<file path="src/rtl/ex_stage_pkg.sv">
// ex_stage_pkg: shared types and constants for the execute stage.
//   - AluOpBus / AluSelBus / RegBus widths and their typedefs
//   - aluop and alusel codes used by ex_stage, including the divide and HI/LO moves
//   - divider FSM state encoding
//   - mag(): conditional two's-complement negate, used for |x| and sign fix-up
package ex_stage_pkg;

    localparam int unsigned AluOpW   = 8;
    localparam int unsigned AluSelW  = 3;
    localparam int unsigned RegW     = 32;
    localparam int unsigned RegAddrW = 5;

    typedef logic [AluOpW-1:0]   alu_op_t;
    typedef logic [AluSelW-1:0]  alu_sel_t;
    typedef logic [RegW-1:0]     reg_t;
    typedef logic [RegAddrW-1:0] reg_addr_t;

    // aluop codes
    localparam alu_op_t EXE_NOP_OP  = 8'b0000_0000;
    localparam alu_op_t EXE_AND_OP  = 8'b0010_0100;
    localparam alu_op_t EXE_OR_OP   = 8'b0010_0101;
    localparam alu_op_t EXE_XOR_OP  = 8'b0010_0110;
    localparam alu_op_t EXE_NOR_OP  = 8'b0010_0111;
    localparam alu_op_t EXE_LUI_OP  = 8'b0101_1100;
    localparam alu_op_t EXE_SLL_OP  = 8'b0111_1100;
    localparam alu_op_t EXE_SRL_OP  = 8'b0000_0010;
    localparam alu_op_t EXE_SRA_OP  = 8'b0000_0011;
    localparam alu_op_t EXE_MFHI_OP = 8'b0001_0000;
    localparam alu_op_t EXE_MFLO_OP = 8'b0001_0010;
    localparam alu_op_t EXE_DIV_OP  = 8'b0001_1010;
    localparam alu_op_t EXE_DIVU_OP = 8'b0001_1011;

    // alusel result classes
    localparam alu_sel_t EXE_RES_NOP   = 3'b000;
    localparam alu_sel_t EXE_RES_LOGIC = 3'b001;
    localparam alu_sel_t EXE_RES_SHIFT = 3'b010;
    localparam alu_sel_t EXE_RES_MOVE  = 3'b011;

    // divider FSM states
    typedef enum logic [1:0] {
        StIdle    = 2'b00,
        StDivZero = 2'b01,
        StOn      = 2'b10,
        StEnd     = 2'b11
    } div_state_e;

    // Returns -v when neg is set, v otherwise.
    function automatic reg_t mag(input reg_t v, input logic neg);
        return neg ? (~v + reg_t'(1)) : v;
    endfunction

endpackage

</file>
<file path="src/rtl/ex_stage_if.sv">
// ex_stage_if: id/ex operands in, ex/mem write-back triple and HI/LO write out.
//   master: the side driving the id/ex register contents (pipeline / testbench)
//   slave : ex_stage itself
interface ex_stage_if;
    import ex_stage_pkg::*;

    logic      flush_i;
    alu_op_t   aluop_i;
    alu_sel_t  alusel_i;
    reg_t      reg1_i;
    reg_t      reg2_i;
    reg_addr_t wd_i;
    logic      wreg_i;
    reg_t      hi_i;
    reg_t      lo_i;
    logic      mem_whilo_i;
    reg_t      mem_hi_i;
    reg_t      mem_lo_i;

    reg_addr_t wd_o;
    logic      wreg_o;
    reg_t      wdata_o;
    logic      whilo_o;
    reg_t      hi_o;
    reg_t      lo_o;
    logic      stallreq_o;

    modport master (
        output flush_i, aluop_i, alusel_i, reg1_i, reg2_i, wd_i, wreg_i,
               hi_i, lo_i, mem_whilo_i, mem_hi_i, mem_lo_i,
        input  wd_o, wreg_o, wdata_o, whilo_o, hi_o, lo_o, stallreq_o
    );

    modport slave (
        input  flush_i, aluop_i, alusel_i, reg1_i, reg2_i, wd_i, wreg_i,
               hi_i, lo_i, mem_whilo_i, mem_hi_i, mem_lo_i,
        output wd_o, wreg_o, wdata_o, whilo_o, hi_o, lo_o, stallreq_o
    );

endinterface

</file>
<file path="src/rtl/ex_stage_div.sv">
// div_unit: iterative restoring divider, one quotient bit per cycle.
//   clk, rst    : clock, synchronous active-high reset
//   start_i     : a DIV/DIVU sits in id/ex (sampled only in StIdle)
//   signed_i    : DIV (signed) rather than DIVU
//   divzero_i   : divisor is zero
//   flush_i     : abandon the division in flight
//   dividend_i, divisor_i : operands, latched on the start cycle
//   stall_o     : pipeline hold request
//   ready_o     : result valid (StEnd only)
//   quot_o, rem_o : quotient / remainder, meaningful while ready_o
module div_unit
    import ex_stage_pkg::*;
#(
    parameter int unsigned DIV_CYCLES = 32
) (
    input  logic clk,
    input  logic rst,
    input  logic start_i,
    input  logic signed_i,
    input  logic divzero_i,
    input  logic flush_i,
    input  reg_t dividend_i,
    input  reg_t divisor_i,
    output logic stall_o,
    output logic ready_o,
    output reg_t quot_o,
    output reg_t rem_o
);

    localparam int unsigned CntW = $clog2(DIV_CYCLES + 1);

    div_state_e      state_q, state_d;
    logic [CntW-1:0] cnt_q, cnt_d;
    // quot_q starts as |dividend| and is shifted left into the quotient.
    reg_t            quot_q, quot_d;
    reg_t            rem_q, rem_d;
    reg_t            divisor_q, divisor_d;
    logic            neg_quot_q, neg_quot_d;
    logic            neg_rem_q, neg_rem_d;

    // One restoring step: shift in the next dividend bit, subtract if it fits.
    logic [RegW:0] rem_sh;
    logic [RegW:0] diff;
    reg_t          step_rem;
    reg_t          step_quot;

    always_comb begin
        rem_sh = {rem_q, quot_q[RegW-1]};
        diff   = rem_sh - {1'b0, divisor_q};
        if (!diff[RegW]) begin
            step_rem  = diff[RegW-1:0];
            step_quot = {quot_q[RegW-2:0], 1'b1};
        end else begin
            step_rem  = rem_sh[RegW-1:0];
            step_quot = {quot_q[RegW-2:0], 1'b0};
        end
    end

    always_ff @(posedge clk) begin
        if (rst) begin
            state_q    <= StIdle;
            cnt_q      <= '0;
            quot_q     <= '0;
            rem_q      <= '0;
            divisor_q  <= '0;
            neg_quot_q <= 1'b0;
            neg_rem_q  <= 1'b0;
        end else begin
            state_q    <= state_d;
            cnt_q      <= cnt_d;
            quot_q     <= quot_d;
            rem_q      <= rem_d;
            divisor_q  <= divisor_d;
            neg_quot_q <= neg_quot_d;
            neg_rem_q  <= neg_rem_d;
        end
    end

    always_comb begin
        state_d    = state_q;
        cnt_d      = cnt_q;
        quot_d     = quot_q;
        rem_d      = rem_q;
        divisor_d  = divisor_q;
        neg_quot_d = neg_quot_q;
        neg_rem_d  = neg_rem_q;
        case (state_q)
            StIdle: begin
                if (start_i) begin
                    if (divzero_i) begin
                        state_d = StDivZero;
                    end else begin
                        quot_d     = mag(dividend_i, signed_i & dividend_i[RegW-1]);
                        divisor_d  = mag(divisor_i, signed_i & divisor_i[RegW-1]);
                        rem_d      = '0;
                        neg_quot_d = signed_i & (dividend_i[RegW-1] ^ divisor_i[RegW-1]);
                        neg_rem_d  = signed_i & dividend_i[RegW-1];
                        cnt_d      = '0;
                        state_d    = StOn;
                    end
                end
            end
            StDivZero: begin
                quot_d  = '0;
                rem_d   = '0;
                state_d = StEnd;
            end
            StOn: begin
                cnt_d = cnt_q + 1'b1;
                if (cnt_q == CntW'(DIV_CYCLES - 1)) begin
                    // Last bit: fold the sign correction into the same cycle.
                    quot_d  = mag(step_quot, neg_quot_q);
                    rem_d   = mag(step_rem, neg_rem_q);
                    state_d = StEnd;
                end else begin
                    quot_d = step_quot;
                    rem_d  = step_rem;
                end
            end
            StEnd: begin
                cnt_d   = '0;
                state_d = StIdle;
            end
            default: state_d = StIdle;
        endcase
        if (flush_i) begin
            state_d = StIdle;
            cnt_d   = '0;
        end
    end

    always_comb begin
        stall_o = 1'b0;
        ready_o = 1'b0;
        case (state_q)
            StIdle:    stall_o = start_i;
            StDivZero: stall_o = 1'b1;
            StOn:      stall_o = 1'b1;
            StEnd:     ready_o = 1'b1;
            default:   stall_o = 1'b0;
        endcase
    end

    assign quot_o = quot_q;
    assign rem_o  = rem_q;

endmodule

</file>
<file path="src/rtl/ex_stage.sv">
// ex_stage: MIPS execute stage.
//   clk, rst : clock, synchronous active-high reset (all outputs forced to 0)
//   ex_if    : slave side of ex_stage_if
//     in : flush_i, aluop_i, alusel_i, reg1_i, reg2_i, wd_i, wreg_i,
//          hi_i, lo_i, mem_whilo_i, mem_hi_i, mem_lo_i
//     out: wd_o, wreg_o, wdata_o (ex/mem + decode bypass),
//          whilo_o, hi_o, lo_o (HI/LO write), stallreq_o
// Logic/shift/move ops are combinational; DIV/DIVU go through div_unit.
module ex_stage
    import ex_stage_pkg::*;
#(
    parameter int unsigned DIV_CYCLES = 32
) (
    input  logic       clk,
    input  logic       rst,
    ex_stage_if.slave  ex_if
);

    logic is_div;
    logic div_stall;
    logic div_ready;
    reg_t div_quot;
    reg_t div_rem;
    reg_t hi_fwd;
    reg_t lo_fwd;
    reg_t logic_res;
    reg_t shift_res;
    reg_t move_res;

    assign is_div = (ex_if.aluop_i == EXE_DIV_OP) || (ex_if.aluop_i == EXE_DIVU_OP);

    // HI/LO being written by the instruction now in mem wins over the committed copy.
    assign hi_fwd = ex_if.mem_whilo_i ? ex_if.mem_hi_i : ex_if.hi_i;
    assign lo_fwd = ex_if.mem_whilo_i ? ex_if.mem_lo_i : ex_if.lo_i;

    div_unit #(
        .DIV_CYCLES (DIV_CYCLES)
    ) u_div (
        .clk        (clk),
        .rst        (rst),
        .start_i    (is_div),
        .signed_i   (ex_if.aluop_i == EXE_DIV_OP),
        .divzero_i  (ex_if.reg2_i == '0),
        .flush_i    (ex_if.flush_i),
        .dividend_i (ex_if.reg1_i),
        .divisor_i  (ex_if.reg2_i),
        .stall_o    (div_stall),
        .ready_o    (div_ready),
        .quot_o     (div_quot),
        .rem_o      (div_rem)
    );

    always_comb begin
        case (ex_if.aluop_i)
            EXE_AND_OP: logic_res = ex_if.reg1_i & ex_if.reg2_i;
            EXE_OR_OP:  logic_res = ex_if.reg1_i | ex_if.reg2_i;
            EXE_XOR_OP: logic_res = ex_if.reg1_i ^ ex_if.reg2_i;
            EXE_NOR_OP: logic_res = ~(ex_if.reg1_i | ex_if.reg2_i);
            EXE_LUI_OP: logic_res = ex_if.reg2_i;
            default:    logic_res = '0;
        endcase
    end

    always_comb begin
        case (ex_if.aluop_i)
            EXE_SLL_OP: shift_res = ex_if.reg2_i << ex_if.reg1_i[4:0];
            EXE_SRL_OP: shift_res = ex_if.reg2_i >> ex_if.reg1_i[4:0];
            EXE_SRA_OP: shift_res = reg_t'($signed(ex_if.reg2_i) >>> ex_if.reg1_i[4:0]);
            default:    shift_res = '0;
        endcase
    end

    always_comb begin
        case (ex_if.aluop_i)
            EXE_MFHI_OP: move_res = hi_fwd;
            EXE_MFLO_OP: move_res = lo_fwd;
            default:     move_res = '0;
        endcase
    end

    always_comb begin
        ex_if.wd_o       = '0;
        ex_if.wreg_o     = 1'b0;
        ex_if.wdata_o    = '0;
        ex_if.whilo_o    = 1'b0;
        ex_if.hi_o       = '0;
        ex_if.lo_o       = '0;
        ex_if.stallreq_o = 1'b0;
        if (!rst) begin
            ex_if.wd_o   = ex_if.wd_i;
            // Divides only write HI/LO, never the GPR file.
            ex_if.wreg_o = ex_if.wreg_i & ~is_div;
            case (ex_if.alusel_i)
                EXE_RES_LOGIC: ex_if.wdata_o = logic_res;
                EXE_RES_SHIFT: ex_if.wdata_o = shift_res;
                EXE_RES_MOVE:  ex_if.wdata_o = move_res;
                default:       ex_if.wdata_o = '0;
            endcase
            ex_if.whilo_o    = div_ready;
            ex_if.hi_o       = div_ready ? div_rem : '0;
            ex_if.lo_o       = div_ready ? div_quot : '0;
            ex_if.stallreq_o = div_stall;
        end
    end

endmodule

</file>
<file path="src/flat_wrapper.sv">
// flat-port wrapper written by rule: the top's interface ports become plain ports
module ex_stage_flat import ex_stage_pkg::*;
#(
    parameter int unsigned DIV_CYCLES = 32
)
  (clk, rst, ex_if_flush_i, ex_if_aluop_i, ex_if_alusel_i, ex_if_reg1_i, ex_if_reg2_i, ex_if_wd_i, ex_if_wreg_i, ex_if_hi_i, ex_if_lo_i, ex_if_mem_whilo_i, ex_if_mem_hi_i, ex_if_mem_lo_i, ex_if_wd_o, ex_if_wreg_o, ex_if_wdata_o, ex_if_whilo_o, ex_if_hi_o, ex_if_lo_o, ex_if_stallreq_o);
  ex_stage_if ex_if_i ();
  input  logic clk;
  input  logic rst;
  input wire logic [$bits(ex_if_i.flush_i)-1:0] ex_if_flush_i;
  input wire logic [$bits(ex_if_i.aluop_i)-1:0] ex_if_aluop_i;
  input wire logic [$bits(ex_if_i.alusel_i)-1:0] ex_if_alusel_i;
  input wire logic [$bits(ex_if_i.reg1_i)-1:0] ex_if_reg1_i;
  input wire logic [$bits(ex_if_i.reg2_i)-1:0] ex_if_reg2_i;
  input wire logic [$bits(ex_if_i.wd_i)-1:0] ex_if_wd_i;
  input wire logic [$bits(ex_if_i.wreg_i)-1:0] ex_if_wreg_i;
  input wire logic [$bits(ex_if_i.hi_i)-1:0] ex_if_hi_i;
  input wire logic [$bits(ex_if_i.lo_i)-1:0] ex_if_lo_i;
  input wire logic [$bits(ex_if_i.mem_whilo_i)-1:0] ex_if_mem_whilo_i;
  input wire logic [$bits(ex_if_i.mem_hi_i)-1:0] ex_if_mem_hi_i;
  input wire logic [$bits(ex_if_i.mem_lo_i)-1:0] ex_if_mem_lo_i;
  output wire logic [$bits(ex_if_i.wd_o)-1:0] ex_if_wd_o;
  output wire logic [$bits(ex_if_i.wreg_o)-1:0] ex_if_wreg_o;
  output wire logic [$bits(ex_if_i.wdata_o)-1:0] ex_if_wdata_o;
  output wire logic [$bits(ex_if_i.whilo_o)-1:0] ex_if_whilo_o;
  output wire logic [$bits(ex_if_i.hi_o)-1:0] ex_if_hi_o;
  output wire logic [$bits(ex_if_i.lo_o)-1:0] ex_if_lo_o;
  output wire logic [$bits(ex_if_i.stallreq_o)-1:0] ex_if_stallreq_o;
  assign ex_if_i.flush_i = ex_if_flush_i;
  assign ex_if_i.aluop_i = ex_if_aluop_i;
  assign ex_if_i.alusel_i = ex_if_alusel_i;
  assign ex_if_i.reg1_i = ex_if_reg1_i;
  assign ex_if_i.reg2_i = ex_if_reg2_i;
  assign ex_if_i.wd_i = ex_if_wd_i;
  assign ex_if_i.wreg_i = ex_if_wreg_i;
  assign ex_if_i.hi_i = ex_if_hi_i;
  assign ex_if_i.lo_i = ex_if_lo_i;
  assign ex_if_i.mem_whilo_i = ex_if_mem_whilo_i;
  assign ex_if_i.mem_hi_i = ex_if_mem_hi_i;
  assign ex_if_i.mem_lo_i = ex_if_mem_lo_i;
  assign ex_if_wd_o = ex_if_i.wd_o;
  assign ex_if_wreg_o = ex_if_i.wreg_o;
  assign ex_if_wdata_o = ex_if_i.wdata_o;
  assign ex_if_whilo_o = ex_if_i.whilo_o;
  assign ex_if_hi_o = ex_if_i.hi_o;
  assign ex_if_lo_o = ex_if_i.lo_o;
  assign ex_if_stallreq_o = ex_if_i.stallreq_o;
  ex_stage #(.DIV_CYCLES(DIV_CYCLES)) u_core (.clk(clk), .rst(rst), .ex_if(ex_if_i));
endmodule
</file>
<file path="config.mk">
export PLATFORM = sky130hd
export DESIGN_NAME = ex_stage_flat
export DESIGN_NICKNAME = d
export VERILOG_FILES = /design/src/rtl/ex_stage_pkg.sv /design/src/rtl/ex_stage_if.sv /design/src/rtl/ex_stage_div.sv /design/src/rtl/ex_stage.sv /design/src/flat_wrapper.sv
export SDC_FILE = /design/constraint.sdc
export NUM_CORES = 1
export LEC_CHECK = 0
export CAP_MARGIN = 20
export CORE_MARGIN = 1.5
export CORE_UTILIZATION = 40
export DETAILED_ROUTE_END_ITERATION = 8
export GPL_TIMING_DRIVEN = 0
export PLACE_DENSITY = 0.62
export SKIP_CTS_REPAIR_TIMING = 1
export SYNTH_ARGS = -nofsm -noshare
export SYNTH_HDL_FRONTEND = slang
export SYNTH_SLANG_ARGS = --single-unit
export TNS_END_PERCENT = 5
</file>
<file path="constraint.sdc">
create_clock -name clk -period 9.5 [get_ports clk]
set_input_delay 0.95 -clock clk [delete_from_list [all_inputs] [get_ports clk]]
set_output_delay 0.95 -clock clk [all_outputs]
set_load 0.05 [all_outputs]
</file>
==> summary.txt <==
worst endpoint required time = 8.55 ns
Iter 0 DRT Violations = 2,455
Avg WL per Cell = 25.17 um
Setup WS pre-CTS = 2.443 ns
Synth Instances = 2,511
Syn Area/Cell = 6.885 um2
R2R cell count = 24
post-synthesis register bit count = 106
Skew-Pair Late Insertion Delay = 0.39 ns
Placer Congestion = 1.036
num ports = 317
count of different cell masters after synthesis = 91
Clock Sinks = 106
Max Clock Freq = 0.1371 GHz
status = completed
initial antenna violation count = 3
final-report setup violation count = 0
Top FF cell, synth = dfxtp_1
GRT Total Usage = 37.94%
die width = 210.9 um
worst reg2reg startpoint = u_core.u_div.quot_o[31]$_SDFFE_PP0P_
detailed placement HPWL = 72.56 mm
Arr. time, crit path = 6.35 ns
Leak = 8.244 nW
RR Endpoint = u_core.u_div.rem_o[28]$_SDFFE_PP0P_
EDFF count, synth = 0
grt total ovfl = 0
share of the synthesized area in the top cell type = 12.27%
area post-placement = 0.02115 mm2
CTS root buf = clkbuf_16
area grow syn2layout = 24.29%
post-synthesis sequential area ratio = 12.27%
Final Cell Area = 0.02149 mm2
vias in the first global route = 20.34k
DR pass1 iterations = 6
die height = 210.9 um
Fill cells = 4,301
clk slew on worst S/H paths = 0.07 ns
layout cells sized above 1 = 3.482%
Worst setup EP type = output pin
core area = 0.04232 mm2
Fin. Hold Viols = 0
cell count of the worst hold path = 2
fin crit period = 7.295 ns
R2R setup slack = 2.99 ns
Routed WL = 86.15 mm
Async SR Flop Fraction = 0%
DRC violations left = 0
fin crit share = 76.79%
maximum number of pins on one net before global-route repair = 18
Mapped Area = 0.01729 mm2
syn_nets = 2,830
maximum VDD drop = 65.95 uV
setup_tns = 0 ns
PwrDens = 75.78 mW/mm2
yosys warns = 0
Port Buf Inserts = 313
std cell rows = 75
PnR worst setup slack = 2.205 ns
Final #Nets = 3,158
Max clock buf depth = 2
min-delay worst type = reg -> reg
vias per cell = 6.206
max cap viols = 0
H-tree depth = 3
die area = 0.04448 mm2
Hold Crit Start = u_core.u_div.neg_quot_q$_SDFFE_PP0P_
most instantiated cells after synthesis = nor2_1, nand2_1, o21ai_0
Initial Util = 40.85%
critical path launch point type = input port
top cell type by total area after synthesis = dfxtp_1
Crit Path Class = in -> out
most common cell in the netlist = nor2_1
Area contributors post-synth = dfxtp_1, mux2i_1, ha_1
RSZ-0062 raised after global routing = false
slew at the pin closest to its max-slew limit = 1.079 ns
clock tree from TritonCTS = built
vias = 21.24k
worst relative slew slack = 27.46%
Crit Path Max Fanout = 11
first-pass GRT wire length = 127.4 mm
Worst Hold Path EP = u_core.u_div.neg_quot_q$_SDFFE_PP0P_
fin. max-slew vios = 0
Post-DRT Antenna Nets = 0
clock skew = 0.01407 ns
total CTS buffers = 9
metrics by stage:
step                utilization (%)  hold WS, ns  std cells  total power, mW
floorplan                         -       0.4319       2511           0.9051
global placement              49.96       0.4464       3401            1.205
detailed placement            49.98       0.4584       3402            1.207
CTS                           50.70       0.4683       3417            1.608
global route                  50.77       0.4861       3423            1.697
finish                        50.77       0.4698       3423            1.628
layout make-up:
type	count	area, um2	area share, %
multi-input cells	2083	13910	64.75
repair buffers	317	3161	14.71
flip-flops and latches	106	2122	9.876
plain buffers	198	794.5	3.698
well taps	577	721.9	3.360
inverters	124	465.4	2.166
clock buffers	10	239.0	1.112
clock inverters	5	63.81	0.2970
diodes	3	7.507	0.03494
where the power goes:
| part | switching [mW] | internal [mW] | leakage (nW) |
|---|---|---|---|
| combinational | 0.484 | 0.297 | 7.25 |
| clock | 0.187 | 0.212 | 0.145 |
| sequential | 0.00199 | 0.446 | 0.854 |
| total | 0.673 | 0.955 | 8.24 |
worst max-delay path, cell delays in order:
cell             delay (ns)
clkdlybuf4s50_1        0.49
clkbuf_1               0.34
inv_1                  0.15
clkbuf_1               0.55
buf_1                  0.61
buf_1                  0.68
nand2_1                0.31
a21oi_1                0.42
nand2_1                0.08
o21ai_0                0.10
nand2_1                0.09
a21oi_1                0.41
nand2_1                0.12
a21oi_1                0.17
clkdlybuf4s50_1        0.85
logic make-up (layout without fill, tap and decap cells):
kind of cell	count (synthesis)	in the layout	share of synthesized area, %
fa+ha+maj	106	106	7.715
xor+xnor	168	168	8.511
other cells	0	3	0
compound gates	801	801	29.72
flops	106	106	12.27
mux	201	201	12.20
buf+inv	322	654	7.288
simple gates	807	807	22.29
cell usage in the layout, fill, tap and decap left out, types with 22 or more instances in the layout:
cell type | synthesis | final
nor2_1 | 260 | 260
a22oi_1 | 43 | 43
inv_1 | 122 | 122
clkdlybuf4s50_1 | 0 | 313
xnor2_1 | 133 | 133
and2_1 | 78 | 78
nand2_1 | 233 | 233
a22o_1 | 35 | 35
a211oi_1 | 44 | 44
buf_2 | 20 | 23
o21ai_0 | 218 | 218
buf_1 | 26 | 26
dfxtp_1 | 106 | 106
nand2b_1 | 26 | 26
nor3_1 | 42 | 42
xor2_1 | 35 | 35
nor4_1 | 23 | 22
ha_1 | 105 | 105
a21oi_1 | 181 | 181
mux2i_1 | 183 | 183
o22ai_1 | 48 | 48
nand3_1 | 41 | 41
clkbuf_1 | 147 | 147
o221ai_1 | 30 | 30
a31oi_1 | 28 | 28
worst max path at each step:
stage | from | end | slack [ns] | cells past startpoint
after global placement | ex_if_reg1_i[1] | ex_if_wdata_o[28] | 2.41 | 15
final | ex_if_reg1_i[1] | ex_if_wdata_o[28] | 2.20 | 15
after global routing | ex_if_reg1_i[1] | ex_if_wdata_o[28] | 2.07 | 15
after CTS | ex_if_reg1_i[1] | ex_if_wdata_o[28] | 2.43 | 15
after detailed placement | ex_if_reg1_i[1] | ex_if_wdata_o[28] | 2.44 | 15
after floorplan | ex_if_reg1_i[1] | ex_if_wdata_o[2] | 4.53 | 12
flip-flops by register name, indices dropped and copies added (netlist names):
signal	count
u_core.u_div.quot_o	32
u_core.u_div.divisor_q	32
u_core.u_div.rem_o	32
u_core.u_div.cnt_q	6
u_core.u_div.neg_rem_q	1
u_core.u_div.state_q	2
u_core.u_div.neg_quot_q	1
per-layer routing:
layer | vias up | part of all wire, % | GRT usage [%]
met2 | 1118 | 44 | 60.35
met4 | 0 | 5.8 | 19.38
met1 | 10188 | 41 | 49.11
met5 | - | 0 | 0
met3 | 217 | 8.3 | 6.676
li1 | 9721 | - | -
(Power assumes the default switching activity.)
